--- config.mk ---
export PLATFORM = sky130hd
export DESIGN_NAME = key_debounce
export DESIGN_NICKNAME = d
export VERILOG_FILES = /design/src/rtl/key_debounce.sv
export SDC_FILE = /design/constraint.sdc
export NUM_CORES = 1
export LEC_CHECK = 0
export BUFFER_PORTS_ARGS = -buffer_cell sky130_fd_sc_hd__buf_2
export CORE_ASPECT_RATIO = 1.2
export CORE_MARGIN = 5
export CORE_UTILIZATION = 56
export CTS_BUF_LIST = sky130_fd_sc_hd__clkbuf_4
export CTS_CLUSTER_DIAMETER = 40
export CTS_CLUSTER_SIZE = 28
export DETAILED_ROUTE_END_ITERATION = 6
export GPL_ROUTABILITY_DRIVEN = 0
export MAX_ROUTING_LAYER = met4
export PLACE_DENSITY_LB_ADDON = 0.3
export SYNTH_ARGS = -nofsm -noshare
export SYNTH_HDL_FRONTEND = slang
export SYNTH_SLANG_ARGS = --single-unit
--- constraint.sdc ---
create_clock -name CLOCK_50 -period 2.16 [get_ports CLOCK_50]
set_clock_uncertainty 0.15 [all_clocks]
set_input_delay 0.108 -clock CLOCK_50 [delete_from_list [all_inputs] [get_ports CLOCK_50]]
set_output_delay 0.108 -clock CLOCK_50 [all_outputs]
set_load 0.005 [all_outputs]
--- src/rtl/key_debounce.sv ---
// Synchronising debouncer and press/release edge detector for one active-low pushbutton.
// Define KEY_DEBOUNCE_AUTOREPEAT_EN to add auto-repeat PRESS_PULSE strobes while the key is held.
module key_debounce #(
    parameter int unsigned DEBOUNCE_CYCLES = 1000000,
    parameter int unsigned REPEAT_DELAY    = 25000000,
    parameter int unsigned REPEAT_PERIOD   = 5000000
) (
    input  logic CLOCK_50,
    input  logic RESET,
    input  logic KEY_N,
    output logic KEY_LEVEL,
    output logic PRESS_PULSE,
    output logic RELEASE_PULSE
);

    typedef enum logic [1:0] {
        IDLE,
        PRESS_WAIT,
        HELD,
        RELEASE_WAIT
    } state_t;

`ifdef KEY_DEBOUNCE_AUTOREPEAT_EN
    localparam int unsigned MAX_A   = (DEBOUNCE_CYCLES > REPEAT_DELAY) ? DEBOUNCE_CYCLES : REPEAT_DELAY;
    localparam int unsigned MAX_CYC = (MAX_A > REPEAT_PERIOD) ? MAX_A : REPEAT_PERIOD;
`else
    localparam int unsigned MAX_CYC = DEBOUNCE_CYCLES;
`endif
    localparam int CNT_W = $clog2(MAX_CYC);
    localparam logic [CNT_W-1:0] CNT_LAST = CNT_W'(DEBOUNCE_CYCLES - 1);

    // Reject parameter sets the counters cannot honour.
    generate
        if (DEBOUNCE_CYCLES < 2 || REPEAT_DELAY < 1 || REPEAT_PERIOD < 1) begin : g_bad_params
            $error("key_debounce: illegal timing parameters");
        end
    endgenerate

    logic             sync1_q, sync1_d;
    logic             sync2_q, sync2_d;
    logic             key_s;
    state_t           state_q, state_d;
    logic [CNT_W-1:0] cnt_q, cnt_d;
    logic             key_level_q, key_level_d;
    logic             press_pulse_q, press_pulse_d;
    logic             release_pulse_q, release_pulse_d;

`ifdef KEY_DEBOUNCE_AUTOREPEAT_EN
    localparam logic [CNT_W-1:0] RDEL_LAST = CNT_W'(REPEAT_DELAY - 1);
    localparam logic [CNT_W-1:0] RPER_LAST = CNT_W'(REPEAT_PERIOD - 1);
    logic [CNT_W-1:0] rcnt_q, rcnt_d;
    logic             rep_phase_q, rep_phase_d;
`endif

    always_comb begin
        sync1_d         = KEY_N;
        sync2_d         = sync1_q;
        key_s           = ~sync2_q;
        state_d         = state_q;
        cnt_d           = cnt_q;
        key_level_d     = key_level_q;
        press_pulse_d   = 1'b0;
        release_pulse_d = 1'b0;
`ifdef KEY_DEBOUNCE_AUTOREPEAT_EN
        rcnt_d          = rcnt_q;
        rep_phase_d     = rep_phase_q;
`endif
        case (state_q)
            IDLE: begin
                if (key_s) begin
                    state_d = PRESS_WAIT;
                    cnt_d   = CNT_W'(1);
                end
            end
            PRESS_WAIT: begin
                if (!key_s) begin
                    state_d = IDLE;
                    cnt_d   = '0;
                end else if (cnt_q == CNT_LAST) begin
                    state_d       = HELD;
                    key_level_d   = 1'b1;
                    press_pulse_d = 1'b1;
                    cnt_d         = '0;
`ifdef KEY_DEBOUNCE_AUTOREPEAT_EN
                    rcnt_d        = '0;
                    rep_phase_d   = 1'b0;
`endif
                end else begin
                    cnt_d = cnt_q + 1'b1;
                end
            end
            HELD: begin
                if (!key_s) begin
                    state_d = RELEASE_WAIT;
                    cnt_d   = CNT_W'(1);
                end else begin
`ifdef KEY_DEBOUNCE_AUTOREPEAT_EN
                    // First repeat waits the long delay, later ones the short period.
                    if (!rep_phase_q && rcnt_q == RDEL_LAST) begin
                        press_pulse_d = 1'b1;
                        rcnt_d        = '0;
                        rep_phase_d   = 1'b1;
                    end else if (rep_phase_q && rcnt_q == RPER_LAST) begin
                        press_pulse_d = 1'b1;
                        rcnt_d        = '0;
                    end else begin
                        rcnt_d = rcnt_q + 1'b1;
                    end
`endif
                end
            end
            RELEASE_WAIT: begin
                if (key_s) begin
                    state_d = HELD;
                    cnt_d   = '0;
`ifdef KEY_DEBOUNCE_AUTOREPEAT_EN
                    rcnt_d      = '0;
                    rep_phase_d = 1'b0;
`endif
                end else if (cnt_q == CNT_LAST) begin
                    state_d         = IDLE;
                    key_level_d     = 1'b0;
                    release_pulse_d = 1'b1;
                    cnt_d           = '0;
                end else begin
                    cnt_d = cnt_q + 1'b1;
                end
            end
            default: begin
                state_d = IDLE;
                cnt_d   = '0;
            end
        endcase
    end

    always_ff @(posedge CLOCK_50) begin
        if (RESET) begin
            sync1_q         <= 1'b1;
            sync2_q         <= 1'b1;
            state_q         <= IDLE;
            cnt_q           <= '0;
            key_level_q     <= 1'b0;
            press_pulse_q   <= 1'b0;
            release_pulse_q <= 1'b0;
`ifdef KEY_DEBOUNCE_AUTOREPEAT_EN
            rcnt_q          <= '0;
            rep_phase_q     <= 1'b0;
`endif
        end else begin
            sync1_q         <= sync1_d;
            sync2_q         <= sync2_d;
            state_q         <= state_d;
            cnt_q           <= cnt_d;
            key_level_q     <= key_level_d;
            press_pulse_q   <= press_pulse_d;
            release_pulse_q <= release_pulse_d;
`ifdef KEY_DEBOUNCE_AUTOREPEAT_EN
            rcnt_q          <= rcnt_d;
            rep_phase_q     <= rep_phase_d;
`endif
        end
    end

    assign KEY_LEVEL     = key_level_q;
    assign PRESS_PULSE   = press_pulse_q;
    assign RELEASE_PULSE = release_pulse_q;

endmodule

== Word-level counts from Yosys, hierarchy flattened ==
Index checks and enable logic that the tools add are counted.

* Add/subtract/negate cells: 1
* Bitwise logic cells: 3
* Equality and inequality tests: 12
* Mux-type cells: 19
* Reduce and logical (&&, ||, !) cells: 7

{| class="wikitable"
|+ Operator list
! kind !! count
|-
| $mux W20 || 5
|-
| $pmux W20 S4 || 1
|-
| $add A20 B1 Y20 const B || 1
|-
| $eq A20 B20 Y1 const B || 1
|-
| $mux W2 || 6
|-
| $ne A2 B2 Y1 const B || 6
|-
| $pmux W2 S4 || 1
|-
| $ne A3 B3 Y1 const B || 2
|-
| $reduce_or A3 Y1 || 2
|-
| $mux W1 || 5
|-
| $reduce_and A5 Y1 || 1
|-
| $eq A2 B2 Y1 const B || 2
|-
| $reduce_and A4 Y1 || 1
|-
| $not A1 Y1 || 3
|-
| $eq A2 B1 Y1 const B || 1
|-
| $logic_not A2 Y1 || 1
|-
| $pmux W1 S2 || 1
|-
| $reduce_and A2 Y1 || 1
|-
| $reduce_bool A2 Y1 || 1
|}

* Logic and storage cells: 49
* Bits of input ports: 3
* Flip-flop bits (word level): 27

== Logic depth before layout (Yosys ltp) ==
* Depth after elaboration: 4
* Depth in mapped cells: 7
* Depth with buffers taken out: 6

== Worst setup path after synthesis ==
No wires, ideal clock.

* Kind: register to register
* Start: register cnt_q[0]
* End: register cnt_q[14]
* Path buffers: 0
* Stages on the path, launching flop included: 7
* Path slack: 0.116 ns
* Data required time: 1.893 ns
* Library setup time: 0.117 ns
* Arrival: 1.777 ns
* Period minus slack after synthesis: 2.044 ns
* Cell sequence: dfxtp_1 > ha_1 > nand3_1 > nor4_1 > nand3_1 > xnor2_1 > a22o_1

* Word-level cells in the longest chain between the ends: 4
* Elaborated cells between the ends (all ways): 6
* Classes of those cells: add/sub: 1; eq/ne: 1; mux: 4

{| class="wikitable"
|+ RTL lines
! element !! RTL line !! RTL
|-
| from (decl) || 43 || <nowiki>logic [CNT_W-1:0] cnt_q, cnt_d;</nowiki>
|-
| from (signal assigned) || 153 || <nowiki>cnt_q <= cnt_d;</nowiki>
|-
| $add A20 B1 Y20 / $eq A20 B20 Y1 (equally long branches) || -- ||
|-
| $mux W20 * || 79, 120 ||
|-
| $mux W20, on equally long branches || 113, 76 ||
|-
| $pmux W20 S4 * || 68 || <nowiki>case (state_q)</nowiki>
|}

Every way passes the cells marked *; elsewhere a longest branch is shown, timed or not.
A chain may end at the register's enable or synchronous reset.

== Final worst setup path ==
* Start: register cnt_q[10]
* End: register key_level_q (netlist: KEY_LEVEL)

* Word-level cells in the longest chain between the ends: 3
* Elaborated cells between the ends (all ways): 4
* Classes of those cells: eq/ne: 3; reduce/logical: 1

{| class="wikitable"
|+ RTL lines
! element !! RTL line !! RTL
|-
| $eq A20 B20 Y1 * || 79, 120 ||
|-
| $ne A2 B2 Y1 (no line) || -- ||
|-
| $reduce_and A5 Y1 (no line) * || -- ||
|-
| to (signal assigned) || 154 || <nowiki>key_level_q <= key_level_d;</nowiki>
|-
| to (decl) || 44 || <nowiki>logic key_level_q, key_level_d;</nowiki>
|}

Marked as above.

==> flow_summary.toml <==
[status]
status = "complete, but fails checks"
failed_checks = "setup timing"

[synthesis]
yosysSeqAreaShare = 0.417
synthArstFlopShare = 0
synth_flop_cell = "dfxtp_1"
synthTopCellsByArea = "dfxtp_1, a31oi_1, nand2_1"
yosysTopAreaCell = "dfxtp_1"
synth_top_area_frac = 0.417
syn-num-nets = 156
syn_inst = 152
avgSynthCellArea_um2 = 8.53
yosysWarningCount = 0
ys_types = 42
synth_area_um2 = 1300
synth_edf_count = 0
synth-seq-cells = 27

[setup_path]
endpoint_kind = "flop"
path_cells = "or4_4, nor4_4, buf_4, nand3_2, or3_4, a31oi_4"
path_buf_inv = 1
timing_worst_setup_path_type = "flop to flop"
crit_required_ps = 2280
crit_family = "simple AND/OR/NAND/NOR gates"
crit_arrival_ps = 2310
start_kind = "flop"
critPathSlowestCell = "or4_4"
crit_cells = 6
cp_max_fo = 2
r2r_cells = 6
critPathMaxStageDelay_ps = 540

[timing]
fin_crit_sh = 1.01
final-hold-violation-count = 0
clock.fmax_mhz = 457
layout_min_cycle_time_ps = 2190
hold_slack_ps = 309
slew_violations = 0
setup_slack_ps = -28.9
fin_setup_tns_ps = -28.9
worstMarginPinSlew_ps = 1060
rsz0062_at_grt = "true"
final-setup-viol-count = 1
slew_headroom = 0.288

[hold_path]
hold_path.class = "flop to flop"
hold-path-cell-count = 1

[final_layout]
num-fill-cells = 172
regArea_um2 = 542
synthToLayoutAreaGrowth_pct = 23.9
drive_gt1_frac = 0.258
antenna_cells = 0
nets = 187
multiInputGateArea_um2 = 728

[power]
switchingPower_uw = 178
swShare = 0.227
p_leak_nw = 0.616
power_frac_seq = 0.647
pwr-share-clk = 0.299
power_density_nw_per_um2 = 488
p_comb_frac = 0.054
internal_power_uw = 607
ir_worst_vdd_uv = 478
finalPower_uw = 784

[route]
wire_per_inst_um = 14.6
first_iter_violations = 49
drc = 0
via_per_inst = 5.87
ant_nets = 0
firstDrtPassIters = 4
finalWirelength_um = 3110
num_vias = 1250

[flow_run]
drv_cap = 0

[clock_tree]
cts.path.max_buffers = 2
cts_max_level = 1
clock_sinks = 27
clk_latency_ps = 340
cts_buffers = 3
cts_tree = "done"
root_buffer = "clkbuf_4"
clk_pin_slew_ps = 140

[floorplan]
pin_count = 6
row_count = 19
die_y_um = 62.7
design.core.area_um2 = 2260
die_width_um = 53.9
initial_core_util = 0.574
die-area_um2 = 3380

[global_routing]
antenna_found_initial = 0
grt_max_degree = 16
grt_pass1_wl_um = 5110
grt_pass1_vias = 1182
overflow = 0
grt_usage = 0.207

[place]
io_buffers = 5
pre_cts_ws_ps = -89.5
dp_hpwl_um = 2160
## cell usage in the layout, fill, tap and decap left out, types with 5 or more instances in the layout
cell and n:
a21oi_1 8, nor2_1 7, dfxtp_1 26, buf_4 24, o21ai_0 6, nand2_1 18, inv_1 6, nand3_1 7
a31oi_1 10, buf_2 5, nand4_1 6
## cell type report
| type | count | share of cell area |
|---|---|---|
| Timing Repair Buffer | 32 | 0.153 |
| Multi-Input combinational cell | 113 | 0.453 |
| Inverter | 6 | 0.0140 |
| Sequential cell | 27 | 0.337 |
| Tap cell | 31 | 0.0241 |
| Clock buffer | 4 | 0.0187 |
## final timing paths
| kind | start | endpoint | slack (ps) |
|---|---|---|---|
| min reg2reg | sync1_q$_SDFF_PP1_ | sync2_q$_SDFF_PP1_ | 310 |
| max | cnt_q[10]$_SDFFE_PP0P_ | KEY_LEVEL$_SDFFE_PP0P_ | -30 |
| max reg2reg | cnt_q[10]$_SDFFE_PP0P_ | KEY_LEVEL$_SDFFE_PP0P_ | -30 |
| min | sync1_q$_SDFF_PP1_ | sync2_q$_SDFF_PP1_ | 310 |
## repair_timing
action                                 in CTS  in global routing
resized for setup                           1                  5
setup buffers                               0                  4
setup endpoints to repair                   8                  8
hold buffers                                2                  0
endpoints found under the hold margin       9                  0
pin swaps                                   1                  4
## synth_stat cells, types with 3 or more instances
cell type	number
nor4_1	4
o21ai_0	6
or3_1	3
dfxtp_1	27
a22o_1	4
nand2_1	18
a21oi_1	9
inv_1	6
nor3_1	4
nor2_1	7
a31oi_1	11
nand4_1	6
xnor2_1	4
nand3_1	7
nand2b_1	4
## sequential cells by signal, summed over array words and instances, names as in the netlist, named ones only
name,flops
sync1_q,1
sync2_q,1
cnt_q,20
PRESS_PULSE,1
KEY_LEVEL,1
state_q,1
RELEASE_PULSE,1
## logic make-up (layout without fill, tap and decap cells)
kind of cell    Yosys count  count (layout)  synth area share
mux                       1               1           0.00772
buf+inv                  12              42            0.0454
xor+xnor                  4               4            0.0270
flops                    27              27             0.417
simple gates             67              67             0.292
fa+ha+maj                 1               1           0.00965
compound gates           40              40             0.202
## power groups by stage
stage	Sequential [mW]	Clock (mW)	Combinational (mW)
after floorplan	0.518	0	0.0217
after global placement	0.518	0	0.0330
after detailed placement	0.518	0	0.0345
after CTS	0.507	0.240	0.0381
after global routing	0.508	0.265	0.0467
final	0.507	0.234	0.0426
## stage by stage
stage	util	instances	instance area [µm²]
detailed placement	0.656	203	1480
global route	0.711	213	1610
finish	0.711	213	1610
global placement	0.656	203	1480
floorplan	-	152	1300
CTS	0.681	209	1540
## layer usage
metal,up-vias,track usage,share of wire
met5,-,-,0
met4,0,0.109,0.038
met3,9,0.0215,0.030
met2,23,0.347,0.51
met1,596,0.231,0.42
li1,622,-,-
## worst reg2reg max path, delay by kind of cell (launching register included)
| family | cells | cell delay, ps |
|---|---|---|
| AND/OR/NAND/NOR | 4 | 1290 |
| flip-flops | 1 | 350 |
| buffers and inverters | 1 | 180 |
| AO/OA/AOI/OAI | 1 | 160 |
Note: power is estimated with default switching activity, not from simulation.
